===== src/rtl/time_mux_capture.sv =====
// Demultiplexes a time-multiplexed 4-digit seven-segment bus back into per-digit
// segment registers and hex nibbles, gated by a run-length stability filter.

module time_mux_digit (
  input  logic       clk,
  input  logic       reset,
  input  logic       cap,
  input  logic [6:0] sseg,
  input  logic [3:0] nib,
  input  logic       vld,
  output logic [6:0] seg,
  output logic [3:0] hex,
  output logic       hex_valid
);
  always_ff @(posedge clk or negedge reset) begin
    if (!reset) begin
      seg       <= 7'h7F;
      hex       <= 4'h0;
      hex_valid <= 1'b0;
    end else if (cap) begin
      seg       <= sseg;
      hex       <= nib;
      hex_valid <= vld;
    end
  end
endmodule

module time_mux_capture #(
  parameter int STABLE_CYCLES = 1
) (
  input  logic        clk,
  input  logic        reset,
  input  logic [3:0]  an_in,
  input  logic [6:0]  sseg_in,
  output logic [6:0]  seg0,
  output logic [6:0]  seg1,
  output logic [6:0]  seg2,
  output logic [6:0]  seg3,
  output logic [15:0] hex,
  output logic [3:0]  hex_valid,
  output logic        frame_done,
  output logic        err_multi
);
  localparam logic [7:0] LAST = 8'(STABLE_CYCLES - 1);

  logic [3:0]      s_an;
  logic [6:0]      s_seg;
  logic [7:0]      cnt;
  logic            ev;
  logic [3:0]      sel;
  logic            err_ev;
  logic [3:0]      cap;
  logic [3:0]      seen;
  logic [3:0]      seen_nxt;
  logic            frame_ev;
  logic [3:0]      nib;
  logic            vld;
  logic [3:0][6:0] seg_q;

  // cnt is run length minus one, so the event fires on the cycle the held
  // sample has been seen STABLE_CYCLES times; saturation at 255 blocks re-fire.
  always_ff @(posedge clk or negedge reset) begin
    if (!reset) begin
      s_an  <= 4'hF;
      s_seg <= 7'h7F;
      cnt   <= 8'd0;
    end else begin
      s_an  <= an_in;
      s_seg <= sseg_in;
      if ({an_in, sseg_in} != {s_an, s_seg}) cnt <= 8'd0;
      else if (cnt != 8'hFF)                 cnt <= cnt + 8'd1;
    end
  end

  assign ev = (cnt == LAST);

  always_comb begin
    sel = 4'b0000;
    case (s_an)
      4'b1110: sel = 4'b0001;
      4'b1101: sel = 4'b0010;
      4'b1011: sel = 4'b0100;
      4'b0111: sel = 4'b1000;
      default: sel = 4'b0000;
    endcase
  end

  assign cap    = ev ? sel : 4'b0000;
  assign err_ev = ev && (sel == 4'b0000) && (s_an != 4'hF);

  always_comb begin
    nib = 4'h0;
    vld = 1'b1;
    case (s_seg)
      7'h40: nib = 4'h0;
      7'h79: nib = 4'h1;
      7'h24: nib = 4'h2;
      7'h30: nib = 4'h3;
      7'h19: nib = 4'h4;
      7'h12: nib = 4'h5;
      7'h02: nib = 4'h6;
      7'h78: nib = 4'h7;
      7'h00: nib = 4'h8;
      7'h10: nib = 4'h9;
      7'h08: nib = 4'hA;
      7'h03: nib = 4'hB;
      7'h46: nib = 4'hC;
      7'h21: nib = 4'hD;
      7'h06: nib = 4'hE;
      7'h0E: nib = 4'hF;
      default: begin
        nib = 4'h0;
        vld = 1'b0;
      end
    endcase
  end

  assign seen_nxt = seen | cap;
  assign frame_ev = (cap != 4'b0000) && (seen_nxt == 4'hF);

  always_ff @(posedge clk or negedge reset) begin
    if (!reset) begin
      seen       <= 4'b0000;
      frame_done <= 1'b0;
      err_multi  <= 1'b0;
    end else begin
      seen       <= frame_ev ? 4'b0000 : seen_nxt;
      frame_done <= frame_ev;
      err_multi  <= err_ev;
    end
  end

  for (genvar k = 0; k < 4; k++) begin : g_dig
    time_mux_digit u_dig (
      .clk       (clk),
      .reset     (reset),
      .cap       (cap[k]),
      .sseg      (s_seg),
      .nib       (nib),
      .vld       (vld),
      .seg       (seg_q[k]),
      .hex       (hex[4*k +: 4]),
      .hex_valid (hex_valid[k])
    );
  end

  assign seg0 = seg_q[0];
  assign seg1 = seg_q[1];
  assign seg2 = seg_q[2];
  assign seg3 = seg_q[3];
endmodule

===== config.mk =====
export PLATFORM = sky130hd
export DESIGN_NAME = time_mux_capture
export DESIGN_NICKNAME = d
export VERILOG_FILES = /design/src/rtl/time_mux_capture.sv
export SDC_FILE = /design/constraint.sdc
export NUM_CORES = 1
export LEC_CHECK = 0
export ABC_AREA = 0
export BUFFER_PORTS_ARGS = -buffer_cell sky130_fd_sc_hd__buf_2
export CAP_MARGIN = 20
export CELL_PAD_IN_SITES_DETAIL_PLACEMENT = 1
export CELL_PAD_IN_SITES_GLOBAL_PLACEMENT = 1
export CORE_UTILIZATION = 30
export CTS_CLUSTER_SIZE = 40
export DETAILED_ROUTE_END_ITERATION = 7
export PLACE_DENSITY_LB_ADDON = 0.05
export SYNTH_ARGS = -nofsm -noshare
export SYNTH_HDL_FRONTEND = slang
export SYNTH_SLANG_ARGS = --single-unit

===== constraint.sdc =====
create_clock -name clk -period 2.8 [get_ports clk]
set_input_delay 0.84 -clock clk [delete_from_list [all_inputs] [get_ports clk]]
set_output_delay 0.84 -clock clk [all_outputs]
set_load 0.05 [all_outputs]

==> flow_metrics.tcl, run 1 <==
set metrics [dict create \
    grt-ovfl-total 0 \
    dpl.hpwl_um 5680 \
    peakVddDrop_mv 0.308 \
    rsz0062_at_grt "false" \
    first_pass_iters 4 \
    die_y_um 108 \
    slew_headroom_pct 57.5 \
    tns_ns 0 \
    grt_pass1_vias 2454 \
    finalCriticalPeriod_ns 2.28 \
    postCtsResizedCells 0 \
    power_per_cell_area_mw_per_mm2 830 \
    startpoint_type "flop" \
    drv_cap 0 \
    yosysUniqueCellTypes 50 \
    switching_power_w 0.00120 \
    cpMaxStageDelayCell "dfstp_2" \
    drive_above_1_share_pct 47.7 \
    ys_seq_area_share_pct 55.3 \
    clockPowerShare_pct 33.6 \
    start_util_pct 31.0 \
    slew_viol_final 0 \
    p_leak_nw 1.85 \
    initialDrtViolationCount 50 \
    clkTransAtPathRegs_ns 0.06 \
    syn_area_mm2 0.00339 \
    fin_crit_sh_pct 81.4 \
    critPathKind "reg -> reg" \
    crit_chain "or3b_2 -> a2111oi_0 -> a211o_1 -> a311o_1 -> mux2_2" \
    arrival_ns 2.55 \
    cts_tree "built" \
    cts_setup_buffers 0 \
    globalplace.congestion 0.708 \
    fmax_ghz 0.438 \
    dieArea_mm2 0.0117 \
    cts_root_buffer "clkbuf_16" \
    dp.cells 474 \
    vias 2387 \
    finalNonFillerCells 490 \
    met2_length_um 3770 \
    io_buffers 62 \
    p_seq_share_pct 41.2 \
    core_area_mm2 0.0109 \
    drc_errors 0 \
    ys_warn_count 0 \
    routed_via_density 4.87 \
    final_common_cell "buf_2" \
    clk_path_buf_depth 2 \
    status "finished clean" \
    die_w_um 108 \
    io_pins 63 \
    ant_nets 0 \
    htreeDepth 3 \
    met3WireLength_um 380 \
    wirelength_um 8160 \
    grt_pass1_wl_um 13500 \
    grt_max_degree 74 \
    row_count 38 \
    finalHoldViolations 0 \
    insertion_delay_ns 0.33 \
    comb_power_share_pct 25.2 \
    global_route.usage.total_pct 15.3 \
    nets 360 \
    hp-class "reg -> reg" \
    cp-end-kind "flop" \
    antenna_found_initial 0 \
    synth_seq_cells 73 \
    syn2layout_area_growth_pct 21.2 \
    clkSinkCount 73 \
    critical_path.max_fanout 19 \
    cts_made_buffers 9 \
    drt-wirelength-per-cell_um 16.7 \
    internal_power_w 0.00221 \
    syn_nets 305 \
    worstMarginPinSlew_ns 0.633 \
    syn-instance-count 290 \
    diodes 0 \
    crit_path_max_incr_delay_ns 0.74 \
    topRoutingLayerUsed "met4" \
    avgSynthCellArea_um2 11.7 \
    worstPathRequired_ns 3.07 \
    final_cell_mix "62 x buf_2, 39 x dfstp_2, 34 x dfrtp_1" \
    setup_viol 0 \
    drt-met1-wl_um 3940 \
    fin_skew_ns 0.00941 \
    holdBufCountCts 0 \
    swShare_pct 35.1 \
]
## Yosys cell counts (all sizes together)
library cell   n  area share, %
o21ai          8            1.2
nand4          4           0.74
dfstp         39             30
mux2          33             11
a311o          1           0.30
nor3           6            1.0
and4b          1           0.30
nand3          7            1.2
o32a           1           0.30
or3b           1           0.26
nor4bb         1           0.30
xor2          14            3.6
a211oi         3           0.66
nand2         29            3.2
inv            5           0.55
a211o          2           0.52
nor4           5            1.5
o221ai         1           0.26
and3           6            1.2
buf           10            2.3
maj3           1           0.30
xnor2          2           0.52
dfrtp         34             25
o221a          1           0.33
a2111oi        1           0.26
a21oi          5           0.74
nor2b          2           0.37
nand2b         4           0.74
nor2          24            2.7
and2           1           0.18
ha             2           0.74
mux2i          2           0.59
a31oi          8            1.5
o21a           4           0.89
nand4b         1           0.26
o22a           1           0.26
and4           1           0.30
nand3b         1           0.22
nor4b          3            1.2
clkbuf        14            1.5
o211ai         1           0.22
## logic make-up after synthesis
group,count (synthesis),synth area share [%]
DFF,73,55.3
AOI/OAI and AO/OA,37,7.38
xor gates and xnor gates,16,4.13
buffers and inverters,29,4.43
adders and majority gates,3,1.03
muxes,35,12.0
and+or+nand+nor,97,15.7
## power groups by stage
| stage | Clock (W) | Combinational, W | Sequential (W) |
|---|---|---|---|
| 4_1_cts | 0.00119 | 0.000873 | 0.00141 |
| 6_report | 0.00115 | 0.000859 | 0.00141 |
| 2_1_floorplan | 0 | 0.000291 | 0.00180 |
| 5_1_grt | 0.00123 | 0.000911 | 0.00143 |
| 3_3_place_gp | 0 | 0.000863 | 0.00142 |
| 3_5_place_dp | 0 | 0.000871 | 0.00143 |
## flip-flops by register name, indices dropped and copies added, names as in the netlist
register,cells
g_dig.u_dig.seg,28
frame_done,1
s_seg,7
g_dig.u_dig.hex_valid,4
err_multi,1
s_an,4
seen,4
g_dig.u_dig.hex,16
cnt,8
## metal layers
metal / vias to the layer above / GRT usage (%)
met5: - / 0
met3: 5 / 4.16
li1: 1124 / -
met4: 0 / 4.73
met2: 52 / 23.9
met1: 1206 / 20.7
## worst max-delay path, delay by kind of cell (launching register included)
| family | cells | cell delay, ns |
|---|---|---|
| AO/OA/AOI/OAI | 3 | 0.82 |
| multiplexers | 1 | 0.19 |
| AND/OR/NAND/NOR | 1 | 0.47 |
| flip-flops | 1 | 0.74 |
## path summary, 6_finish.rpt
kind                                              startpoint                                 to  cells after the start  slack, ns
min in group asynchronous                              reset  g_dig[3].u_dig.hex[1]$_DFFE_PN0P_                      2       0.55
min reg2reg                g_dig[0].u_dig.seg[3]$_DFFE_PN1P_  g_dig[0].u_dig.seg[3]$_DFFE_PN1P_                      2       0.46
max                                       s_seg[1]$_DFF_PN1_  g_dig[1].u_dig.hex[2]$_DFFE_PN0P_                      5       0.52
max in group asynchronous                              reset                  s_an[3]$_DFF_PN1_                      2       1.93
max reg2reg                               s_seg[1]$_DFF_PN1_  g_dig[1].u_dig.hex[2]$_DFFE_PN0P_                      5       0.52
min                        g_dig[0].u_dig.seg[3]$_DFFE_PN1P_  g_dig[0].u_dig.seg[3]$_DFFE_PN1P_                      2       0.46
## area by class of cell
cell class	count	area [um^2]
repair buffers	68	380
flip-flops and latches	73	1880
clock inverters	7	70.1
fillers	1223	6830
well taps	140	175
inverters	5	18.8
multi-input cells	188	1370
clock buffers	9	225
## through the flow
step	utilization (%)	worst slack, ns	hold slack, ns	area (um^2)	total power (W)
after floorplan	-	0.799	0.464	3390	0.00209
after global placement	34.9	0.626	0.447	3810	0.00229
after detailed placement	34.9	0.503	0.449	3810	0.00230
after CTS	37.6	0.508	0.460	4110	0.00347
after global routing	37.6	0.323	0.472	4110	0.00357
final	37.6	0.519	0.456	4110	0.00341
No activity file was read; power rests on OpenSTA's default activity.
==> inputs of run 2 (changes only) <==
Settings changed: ABC_AREA 0 to 1.
Clock period 2.8 ns to 2.07 ns, I/O delays scaled along.
==> run 2 against run 1 <==
Net effect:
- via count increased by 16%
- register-to-register slack got worse by 0.20 ns
- clock skew about the same
- sequential power increased by 28%
- critical path type is now reg -> out
- die area decreased by 0.58%
- hold slack got worse by 0.16 ns
- power increased by 20%
- synthesized cell count increased by 38%
- critical path depth decreased by 4
- sequential share of layout area increased by 0.49 points
- highest routed layer unchanged
- clock-buffer cell count unchanged
==> flow_metrics.tcl, run 2 <==
set metrics [dict create \
    grt-ovfl-total 0 \
    fin_skew_ns 0.00953 \
    setup_ws_ns 0.273 \
    final_util_pct 37.3 \
    critical_path.max_fanout 2 \
    fin_crit_sh_pct 86.8 \
    top_regs "g_dig.u_dig.seg: 28 flops, g_dig.u_dig.hex: 16 flops, cnt: 8 flops" \
    clkSinkCount 73 \
    core_area_mm2 0.0109 \
    ys_top_cells_by_area "dfstp_2 30%, dfrtp_1 25%, nand2_1 14%" \
    cts_root_buffer "clkbuf_8" \
    peakVddDrop_mv 0.404 \
    hp-class "in -> async" \
    cts_made_buffers 9 \
    clk_path_buf_depth 2 \
    syn-instance-count 400 \
    synth_enable_flop_cells 0 \
    crit_path_max_incr_delay_ns 0.54 \
    cts_setup_buffers 0 \
    worstMarginPinSlew_ns 0.398 \
    grt_pass1_wl_um 14100 \
    vias 2763 \
    syn_area_mm2 0.00337 \
    syn_nets 415 \
    top_register "g_dig.u_dig.seg" \
    crit_family "flip-flops" \
    initialDrtViolationCount 83 \
    yosysUniqueCellTypes 30 \
    p_leak_nw 2.07 \
    async_flop_share_pct 100 \
    synth_seq_cells 73 \
    syn2layout_area_growth_pct 20.6 \
    critPathKind "reg -> out" \
    fmax_ghz 0.556 \
    postCtsResizedCells 0 \
    first_pass_iters 4 \
    final_cell_mix "127 x nand2_1, 62 x buf_2, 60 x nor2_1" \
    yosys-top-cells-count "127 x nand2_1, 60 x nor2_1, 39 x dfstp_2" \
    io_buffers 62 \
    power.total_w 0.00410 \
    ant_nets 0 \
    start_util_pct 31.0 \
    drt-wirelength-per-cell_um 14.2 \
    clockPowerShare_pct 30.9 \
    antenna_found_initial 0 \
    dpl.hpwl_um 6390 \
    startpoint_type "flop" \
    htreeDepth 3 \
    synth_top_flop_cell "dfstp_2" \
    swShare_pct 36.4 \
    largest_reg_flops 28 \
    power_per_cell_area_mw_per_mm2 1010 \
    wirelength_um 8690 \
    tns_ns 0 \
    critPathBufInv 1 \
    diodes 0 \
    globalplace.congestion 0.760 \
    drive_above_1_share_pct 31.4 \
    finalNonFillerCells 612 \
    grt_pass1_vias 2790 \
    nets 482 \
    holdBufCountCts 0 \
    drc_errors 0 \
    die_y_um 108 \
    status "finished clean" \
    grt_max_degree 74 \
    setup_viol 0 \
    routed_via_density 4.51 \
    avgSynthCellArea_um2 8.43 \
    ys_warn_count 0 \
    slew_viol_final 0 \
    insertion_delay_ns 0.36 \
    synth_top_area_share_pct 30.4 \
    drv_cap 0 \
    switching_power_w 0.00149 \
    finalCriticalPeriod_ns 1.80 \
    io_pins 63 \
    worstPathRequired_ns 1.45 \
    global_route.usage.total_pct 16.1 \
    dp.cells 596 \
    comb_power_share_pct 25.2 \
    finalHoldViolations 0 \
    arrival_ns 1.18 \
    yosysMostFrequentCell "nand2_1" \
    cts_tree "built" \
    p_seq_share_pct 43.9 \
    internal_power_w 0.00261 \
    cpMaxStageDelayCell "dfstp_2" \
    row_count 38 \
    final_common_cell "nand2_1" \
    dieArea_mm2 0.0117 \
    ys_seq_area_share_pct 55.6 \
    rsz0062_at_grt "false" \
    slew_headroom_pct 73.5 \
    die_w_um 108 \
    crit_chain "buf_2" \
    place_worst_setup_slack_ns 0.288 \
    cp-end-kind "output port" \
    clkTransAtPathRegs_ns 0.09 \
    yosysTopAreaCell "dfstp_2" \
]
[run 2: cell types whose count changed in the layout (fill, tap and decap cells not counted), moves of 6 or more]
cell | previous run | this run
nand2_1 | 29 | 127
nor2_1 | 24 | 60
mux2_2 | 29 | 0
inv_1 | 5 | 28
o21ai_0 | 8 | 30
clkbuf_16 | 9 | 0
clkbuf_8 | 0 | 9
nor2_2 | 0 | 9
xor2_1 | 14 | 6
a31oi_1 | 8 | 1
nand3_1 | 6 | 13
inv_2 | 0 | 6
[run 2: area by class of cell]
class	count	area, um^2
fillers	1353	6820
clock buffers	9	124
flip-flops and latches	73	1880
clock inverters	7	93.8
inverters	35	131
repair buffers	68	368
multi-input cells	280	1300
well taps	140	175
[run 2: per-stage QoR]
stage          cell area (um^2)  hold slack [ns]
3_5_place_dp               3850            0.462
6_report                   4070            0.295
3_3_place_gp               3850            0.458
2_1_floorplan              3370            0.325
5_1_grt                    4070            0.306
4_1_cts                    4070            0.300
[run 2: metal layers]
layer / GRT usage [%] / routed length [um]
met3: 3.01 / 311
met5: 0 / 0
met4: 6.75 / 139
met2: 23.7 / 3680
met1: 23.1 / 4560
[run 2: power by group through the flow]
stage	Combinational (W)	Sequential, W	Clock [W]
floorplan	0.000314	0.00229	0
global route	0.00113	0.00182	0.00136
global placement	0.00104	0.00182	0
detailed placement	0.00105	0.00182	0
finish	0.00103	0.00180	0.00127
CTS	0.00105	0.00180	0.00130
[run 2: final timing paths]
path | from | cells past startpoint | to | slack, ns
min | reset | 2 | frame_done$_DFF_PN0_ | 0.30
max in group asynchronous | reset | 2 | g_dig[3].u_dig.seg[4]$_DFFE_PN1P_ | 1.44
max | g_dig[1].u_dig.seg[6]$_DFFE_PN1P_ | 1 | seg1[6] | 0.27
max reg2reg | cnt[0]$_DFFE_PN0P_ | 9 | seen[3]$_DFF_PN0_ | 0.32
min reg2reg | g_dig[3].u_dig.hex[2]$_DFFE_PN0P_ | 2 | g_dig[3].u_dig.hex[2]$_DFFE_PN0P_ | 0.48
min in group clk | sseg_in[5] | 1 | s_seg[5]$_DFF_PN1_ | 0.37
[run 2: kinds of logic (layout without fill, tap and decap cells)]
logic type      after synthesis  count (layout)  synth area share, %
simple gates                231             231                 29.3
flops                        73              73                 55.6
buf+inv                      47             119                 5.83
compound gates               36              36                 5.61
xor+xnor                     11              11                 2.86
fa+ha+maj                     2               2                0.742
